<file path="src/rtl/prefix_pkg.sv">
// ----------------------------------------------------------------------------
// prefix_pkg
// Shared types and helpers for the Kogge-Stone carry prefix pipeline.
//   gp_t        : one generate/propagate pair
//   gp_combine  : prefix operator, higher pair absorbs lower pair
//   stage_count : popcount of a stage mask (pipeline latency in cycles)
//   MAX_WIDTH   : largest supported word width
// ----------------------------------------------------------------------------
package prefix_pkg;

  localparam int MAX_WIDTH = 128;

  typedef struct packed {
    logic g;
    logic p;
  } gp_t;

  // The higher group generates if it generates on its own or if it
  // propagates a carry generated by the lower group.
  function automatic gp_t gp_combine(input gp_t hi, input gp_t lo);
    gp_t res;
    res.g = hi.g | (hi.p & lo.g);
    res.p = hi.p & lo.p;
    return res;
  endfunction

  // Number of register stages selected by a mask.
  function automatic int stage_count(input logic [31:0] mask);
    int n;
    n = 0;
    for (int i = 0; i < 32; i++) begin
      if (mask[i]) n++;
    end
    return n;
  endfunction

endpackage

</file>
<file path="src/rtl/prefix_carry_pipe_if.sv">
// ----------------------------------------------------------------------------
// prefix_carry_pipe_if
// Handshake bundle for prefix_carry_pipe.
//   Input side : in_valid, in_ready, in_g, in_p, in_cin, in_tag
//   Output side: out_valid, out_ready, out_carry, out_tag
//   With PREFIX_GROUP_OUT_EN: out_grp_p, out_grp_g (group propagate/generate)
// Modports: slave = the carry pipe, master = the producer/consumer around it.
// ----------------------------------------------------------------------------
interface prefix_carry_pipe_if
  import prefix_pkg::*;
#(
  parameter int WIDTH = 32,
  parameter int TAG_W = 4
) ();

  logic             in_valid;
  logic             in_ready;
  logic [WIDTH-1:0] in_g;
  logic [WIDTH-1:0] in_p;
  logic             in_cin;
  logic [TAG_W-1:0] in_tag;
  logic             out_valid;
  logic             out_ready;
  logic [WIDTH-1:0] out_carry;
  logic [TAG_W-1:0] out_tag;
`ifdef PREFIX_GROUP_OUT_EN
  logic             out_grp_p;
  logic             out_grp_g;

  modport slave (
    input  in_valid, in_g, in_p, in_cin, in_tag, out_ready,
    output in_ready, out_valid, out_carry, out_tag, out_grp_p, out_grp_g
  );

  modport master (
    output in_valid, in_g, in_p, in_cin, in_tag, out_ready,
    input  in_ready, out_valid, out_carry, out_tag, out_grp_p, out_grp_g
  );
`else
  modport slave (
    input  in_valid, in_g, in_p, in_cin, in_tag, out_ready,
    output in_ready, out_valid, out_carry, out_tag
  );

  modport master (
    output in_valid, in_g, in_p, in_cin, in_tag, out_ready,
    input  in_ready, out_valid, out_carry, out_tag
  );
`endif

endinterface

</file>
<file path="src/rtl/prefix_level.sv">
// ----------------------------------------------------------------------------
// prefix_level
// One combinational Kogge-Stone level: bit i absorbs bit i-DIST, bits below
// DIST pass through untouched.
//   i_pairs : WIDTH generate/propagate pairs entering the level
//   o_pairs : WIDTH pairs leaving the level
// ----------------------------------------------------------------------------
module prefix_level
  import prefix_pkg::*;
#(
  parameter int WIDTH = 32,
  parameter int DIST  = 1
) (
  input  gp_t [WIDTH-1:0] i_pairs,
  output gp_t [WIDTH-1:0] o_pairs
);

  for (genvar i = 0; i < WIDTH; i++) begin : g_bit
    if (i >= DIST) begin : g_comb
      assign o_pairs[i] = gp_combine(i_pairs[i], i_pairs[i-DIST]);
    end else begin : g_pass
      assign o_pairs[i] = i_pairs[i];
    end
  end

endmodule

</file>
<file path="src/rtl/prefix_carry_pipe.sv">
// ----------------------------------------------------------------------------
// prefix_carry_pipe
// Pipelined Kogge-Stone carry network. Produces the carry out of every bit
// position from per-bit generate/propagate plus carry-in. A register stage
// follows prefix level k+1 when STAGE_MASK[k] is set; latency equals
// popcount(STAGE_MASK). Elastic valid/ready pipeline, full backpressure.
//   clk, rst : clock (rising edge), asynchronous active-high reset
//   bus      : prefix_carry_pipe_if.slave (input and output handshakes)
// Optional macro PREFIX_GROUP_OUT_EN adds out_grp_p / out_grp_g, pipelined
// next to the tag.
// ----------------------------------------------------------------------------
module prefix_carry_pipe
  import prefix_pkg::*;
#(
  parameter int WIDTH = 32,
  localparam int LEVELS = $clog2(WIDTH),
  parameter logic [LEVELS-1:0] STAGE_MASK = 'b10100,
  parameter int TAG_W = 4
) (
  input logic clk,
  input logic rst,
  prefix_carry_pipe_if.slave bus
);

`ifdef PREFIX_GROUP_OUT_EN
  localparam int SIDE_W = TAG_W + 2;
`else
  localparam int SIDE_W = TAG_W;
`endif

  gp_t [WIDTH-1:0]   w_pairs0;
  logic [SIDE_W-1:0] w_side0;
  gp_t [WIDTH-1:0]   w_final;
  logic [SIDE_W-1:0] w_sideFinal;

  // Carry-in is folded into bit 0 so the network never needs it again; the
  // cleared propagate stops anything from being combined below bit 0.
  for (genvar i = 0; i < WIDTH; i++) begin : g_seed
    if (i == 0) begin : g_cin
      assign w_pairs0[i] = '{g: bus.in_g[0] | (bus.in_p[0] & bus.in_cin), p: 1'b0};
    end else begin : g_plain
      assign w_pairs0[i] = '{g: bus.in_g[i], p: bus.in_p[i]};
    end
  end

`ifdef PREFIX_GROUP_OUT_EN
  gp_t w_grpAcc;
  gp_t w_bitPair;

  // Whole-word group pair with carry-in ignored, for feeding the next word
  // of a cascaded adder.
  always_comb begin
    w_grpAcc  = '{g: 1'b0, p: 1'b1};
    w_bitPair = '{g: 1'b0, p: 1'b0};
    for (int i = 0; i < WIDTH; i++) begin
      w_bitPair.g = bus.in_g[i];
      w_bitPair.p = bus.in_p[i];
      w_grpAcc    = gp_combine(w_bitPair, w_grpAcc);
    end
  end

  assign w_side0 = {w_grpAcc.p, w_grpAcc.g, bus.in_tag};
`else
  assign w_side0 = bus.in_tag;
`endif

  for (genvar k = 1; k <= LEVELS; k++) begin : g_lvl
    gp_t [WIDTH-1:0]   w_in;
    gp_t [WIDTH-1:0]   w_comb;
    gp_t [WIDTH-1:0]   w_out;
    logic [SIDE_W-1:0] w_sideIn;
    logic [SIDE_W-1:0] w_sideOut;
    logic              w_validIn;
    logic              w_validOut;
    logic              w_readyIn;
    logic              w_readyOut;

    if (k == 1) begin : g_first
      assign w_in      = w_pairs0;
      assign w_sideIn  = w_side0;
      assign w_validIn = bus.in_valid;
    end else begin : g_chain
      assign w_in      = g_lvl[k-1].w_out;
      assign w_sideIn  = g_lvl[k-1].w_sideOut;
      assign w_validIn = g_lvl[k-1].w_validOut;
    end

    if (k == LEVELS) begin : g_last
      assign w_readyOut = bus.out_ready;
    end else begin : g_mid
      assign w_readyOut = g_lvl[k+1].w_readyIn;
    end

    prefix_level #(
      .WIDTH(WIDTH),
      .DIST (1 << (k - 1))
    ) u_level (
      .i_pairs(w_in),
      .o_pairs(w_comb)
    );

    if (STAGE_MASK[k-1]) begin : g_reg
      logic              r_valid;
      gp_t [WIDTH-1:0]   r_gp;
      logic [SIDE_W-1:0] r_side;
      logic              w_load;

      // A stage takes new data when empty or when its contents are leaving
      // on the same edge, so bubbles collapse and a full pipe still moves
      // one transaction per cycle.
      assign w_load = ~r_valid | w_readyOut;

      always_ff @(posedge clk or posedge rst) begin
        if (rst) begin
          r_valid <= 1'b0;
          r_gp    <= '0;
          r_side  <= '0;
        end else if (w_load) begin
          r_valid <= w_validIn;
          r_gp    <= w_comb;
          r_side  <= w_sideIn;
        end
      end

      assign w_readyIn  = w_load;
      assign w_validOut = r_valid;
      assign w_out      = r_gp;
      assign w_sideOut  = r_side;
    end else begin : g_thru
      assign w_readyIn  = w_readyOut;
      assign w_validOut = w_validIn;
      assign w_out      = w_comb;
      assign w_sideOut  = w_sideIn;
    end
  end

  assign w_final       = g_lvl[LEVELS].w_out;
  assign w_sideFinal   = g_lvl[LEVELS].w_sideOut;
  assign bus.out_valid = g_lvl[LEVELS].w_validOut;
  assign bus.in_ready  = g_lvl[1].w_readyIn;
  assign bus.out_tag   = w_sideFinal[TAG_W-1:0];

  for (genvar i = 0; i < WIDTH; i++) begin : g_carry
    assign bus.out_carry[i] = w_final[i].g;
  end

`ifdef PREFIX_GROUP_OUT_EN
  assign bus.out_grp_g = w_sideFinal[TAG_W];
  assign bus.out_grp_p = w_sideFinal[TAG_W+1];
`endif

endmodule

</file>
<file path="src/flat_wrapper.sv">
// flat-port wrapper written by rule: the top's interface ports become plain ports
module prefix_carry_pipe_flat import prefix_pkg::*;
#(
  parameter int WIDTH = 32,
  localparam int LEVELS = $clog2(WIDTH),
  parameter logic [LEVELS-1:0] STAGE_MASK = 'b10100,
  parameter int TAG_W = 4
)
  (clk, rst, bus_in_valid, bus_in_g, bus_in_p, bus_in_cin, bus_in_tag, bus_out_ready, bus_in_ready, bus_out_valid, bus_out_carry, bus_out_tag);
  prefix_carry_pipe_if #(.WIDTH(WIDTH), .TAG_W(TAG_W)) bus_i ();
  input logic clk;
  input logic rst;
  input wire logic [$bits(bus_i.in_valid)-1:0] bus_in_valid;
  input wire logic [$bits(bus_i.in_g)-1:0] bus_in_g;
  input wire logic [$bits(bus_i.in_p)-1:0] bus_in_p;
  input wire logic [$bits(bus_i.in_cin)-1:0] bus_in_cin;
  input wire logic [$bits(bus_i.in_tag)-1:0] bus_in_tag;
  input wire logic [$bits(bus_i.out_ready)-1:0] bus_out_ready;
  output wire logic [$bits(bus_i.in_ready)-1:0] bus_in_ready;
  output wire logic [$bits(bus_i.out_valid)-1:0] bus_out_valid;
  output wire logic [$bits(bus_i.out_carry)-1:0] bus_out_carry;
  output wire logic [$bits(bus_i.out_tag)-1:0] bus_out_tag;
  assign bus_i.in_valid = bus_in_valid;
  assign bus_i.in_g = bus_in_g;
  assign bus_i.in_p = bus_in_p;
  assign bus_i.in_cin = bus_in_cin;
  assign bus_i.in_tag = bus_in_tag;
  assign bus_i.out_ready = bus_out_ready;
  assign bus_in_ready = bus_i.in_ready;
  assign bus_out_valid = bus_i.out_valid;
  assign bus_out_carry = bus_i.out_carry;
  assign bus_out_tag = bus_i.out_tag;
  prefix_carry_pipe #(.WIDTH(WIDTH), .STAGE_MASK(STAGE_MASK), .TAG_W(TAG_W)) u_core (.clk(clk), .rst(rst), .bus(bus_i));
endmodule
</file>
<file path="config.mk">
export PLATFORM = sky130hd
export DESIGN_NAME = prefix_carry_pipe_flat
export DESIGN_NICKNAME = d
export VERILOG_FILES = /design/src/rtl/prefix_pkg.sv /design/src/rtl/prefix_carry_pipe_if.sv /design/src/rtl/prefix_level.sv /design/src/rtl/prefix_carry_pipe.sv /design/src/flat_wrapper.sv
export SDC_FILE = /design/constraint.sdc
export NUM_CORES = 1
export LEC_CHECK = 0
export BUFFER_PORTS_ARGS = -buffer_cell sky130_fd_sc_hd__buf_2
export CAP_MARGIN = 15
export CELL_PAD_IN_SITES_DETAIL_PLACEMENT = 1
export CELL_PAD_IN_SITES_GLOBAL_PLACEMENT = 1
export CORE_MARGIN = 2
export CORE_UTILIZATION = 49
export CTS_CLUSTER_DIAMETER = 30
export DETAILED_ROUTE_END_ITERATION = 7
export HOLD_SLACK_MARGIN = 0.06
export PLACE_DENSITY_LB_ADDON = 0.1
export SLEW_MARGIN = 30
export SYNTH_ARGS = -nofsm -noshare
export SYNTH_HDL_FRONTEND = slang
export SYNTH_HIERARCHICAL = 1
export SYNTH_SLANG_ARGS = --single-unit
</file>
<file path="constraint.sdc">
create_clock -name clk -period 6.9 [get_ports clk]
set_input_delay 0.69 -clock clk [delete_from_list [all_inputs] [get_ports clk]]
set_output_delay 0.69 -clock clk [all_outputs]
set_load 0.03 [all_outputs]
</file>
==> flow_metrics.env <==
export IMPL_rr_startpoint="u_core/bus.out_valid"
export IMPL_p_int_mw=1.127
export IMPL_grt_max_degree=63
export IMPL_clockBufferDepth=2
export IMPL_power_density_nw_per_um2=247.6
export IMPL_rows=39
export IMPL_ant_nets=0
export IMPL_tightest_slew_ps=948.8
export IMPL_syn_nets=542
export IMPL_root_buffer="clkbuf_16"
export IMPL_crit_path_start_kind="input pin"
export IMPL_core_area_um2=11370
export IMPL_layout_common_cells="130 x a21o_1, 110 x buf_2, 98 x dfrtp_1"
export IMPL_antenna_cells=0
export IMPL_ir_drop_mv=0.1340
export IMPL_report_final_hold_viol_count=0
export IMPL_wl_mm=13.17
export IMPL_grt_overflow_total=0
export IMPL_grt_pass1_vias=4107
export IMPL_clk_pin_slew_worst_paths_ps=70
export IMPL_post_synth_cell_area_avg_um2=12.13
export IMPL_drt_iter0_drc=97
export IMPL_postCtsHoldBufs=0
export IMPL_fin_crit_sh=0.3956
export IMPL_viasPerCell=5.398
export IMPL_io_buffers=110
export IMPL_swShare=0.2867
export IMPL_hold_class="in2async"
export IMPL_required_ps=6210
export IMPL_stdcell_area_um2=6385
export IMPL_fmax_mhz=366.3
export IMPL_clkPwrFrac=0.347
export IMPL_cp_max_fo=62
export IMPL_cts_buffers=9
export IMPL_switchingPower_uw=453.2
export IMPL_crit_start="bus_out_ready"
export IMPL_setup_violations=0
export IMPL_status="finished clean"
export IMPL_dieArea_um2=12490
export IMPL_maxCapViolations=0
export IMPL_antenna_found_initial=0
export IMPL_first_pass_iters=4
export IMPL_syn_cell_area_um2=5688
export IMPL_via_count=3768
export IMPL_skew_ps=5.499
export IMPL_critPathKind="in2out"
export IMPL_grt_first_pass_wirelength_mm=21.47
export IMPL_cts_setup_buffers=0
export IMPL_place_ws_ps=4175
export IMPL_cts_resized=0
export IMPL_maxSlewViolCount=0
export IMPL_finalSetupTns_ps=0
export IMPL_route_detailed_drc=0
export IMPL_worst_r2r_cell_count=2
export IMPL_final_min_clock_period_ps=2730
export IMPL_cts_sinks=98
export IMPL_die_h_um=111.7
export IMPL_place_area_um2=6056
export IMPL_final_common_cell="a21o_1"
export IMPL_drive_above_1_share=0.4252
export IMPL_combPwrFrac=0.224
export IMPL_area_delta_synth_final_pct=12.25
export IMPL_p_leak_nw=3.304
export IMPL_cts_max_level=3
export IMPL_worst_slack_ps=4170
export IMPL_timing_hold_ws_ps=359.3
export IMPL_gp_congestion=0.8679
export IMPL_critical_path_arrival_ps=2040
export IMPL_rsz0062_at_grt="false"
export IMPL_start_util=0.5003
export IMPL_cp_end_kind="primary output"
export IMPL_die_x_um=111.7
export IMPL_yosys_warnings=6
export IMPL_syn_inst=469
export IMPL_grt_util_all_layers=0.2163
export IMPL_post_dp_hpwl_mm=9.928
export IMPL_avgRoutedWirePerCell_um=18.87
export IMPL_seqPwrFrac=0.429
export IMPL_ios=111
export IMPL_tritoncts="yes"
export IMPL_maxSlewHeadroom=0.3674
export IMPL_nets=623
export IMPL_clk_latency_ps=340
## final timing paths
path | slack (ps) | endpoint
setup / recovery | 4170 | bus_in_ready
hold / removal | 360 | u_core/bus.out_tag[0]
setup reg to reg | 5000 | u_core/g_lvl[3].g_reg.r_gp[18]
hold reg to reg | 500 | u_core/bus.out_carry[3]
max in group asynchronous | 5390 | u_core/g_lvl[3].g_reg.r_gp[40]
min in group clk | 500 | u_core/bus.out_carry[3]
## per-layer routing
layer | track usage | routed length [um]
met1 | 0.3042 | 6392
met2 | 0.3519 | 6077
met3 | 0.02885 | 567
met4 | 0.06420 | 131
met5 | 0 | 0
## metrics by stage
stage                       util  cells  power (mW)
after detailed placement  0.5326    682       1.044
after global placement    0.5326    682       1.033
after global routing      0.5616    698       1.645
after floorplan                -    469      0.9652
after CTS                 0.5616    698       1.595
final                     0.5616    698       1.581
## flip-flops by register name, summed over array words and instances (netlist names)
| signal | flops |
|---|---|
| u_core/bus.out_carry | 32 |
| u_core/bus.out_tag | 4 |
| u_core/bus.out_valid | 1 |
| u_core/g_lvl.g_reg.r_gp | 56 |
| u_core/g_lvl.g_reg.r_side | 4 |
| u_core/g_lvl.g_reg.r_valid | 1 |
## power by group through the flow
stage	sequential, mW	clock [mW]	combinational (mW)
floorplan	0.750	0	0.216
global placement	0.684	0	0.349
detailed placement	0.689	0	0.355
CTS	0.678	0.559	0.358
global route	0.687	0.578	0.380
finish	0.678	0.549	0.354
## critical path, stage by stage
cell and delay [ps]:
buf_2 100, nand3b_4 750, buf_2 460
## final cells by class
| type | count | area (um^2) |
|---|---|---|
| Multi-Input combinational cell | 328 | 2853 |
| Tap cell | 143 | 178.9 |
| Clock buffer | 11 | 242.7 |
| Timing Repair Buffer | 112 | 565.5 |
| Fill cell | 1229 | 4985 |
| Sequential cell | 98 | 2452 |
| Inverter | 1 | 6.256 |
| Clock inverter | 5 | 86.33 |
Note: power is estimated with default switching activity, not from simulation.
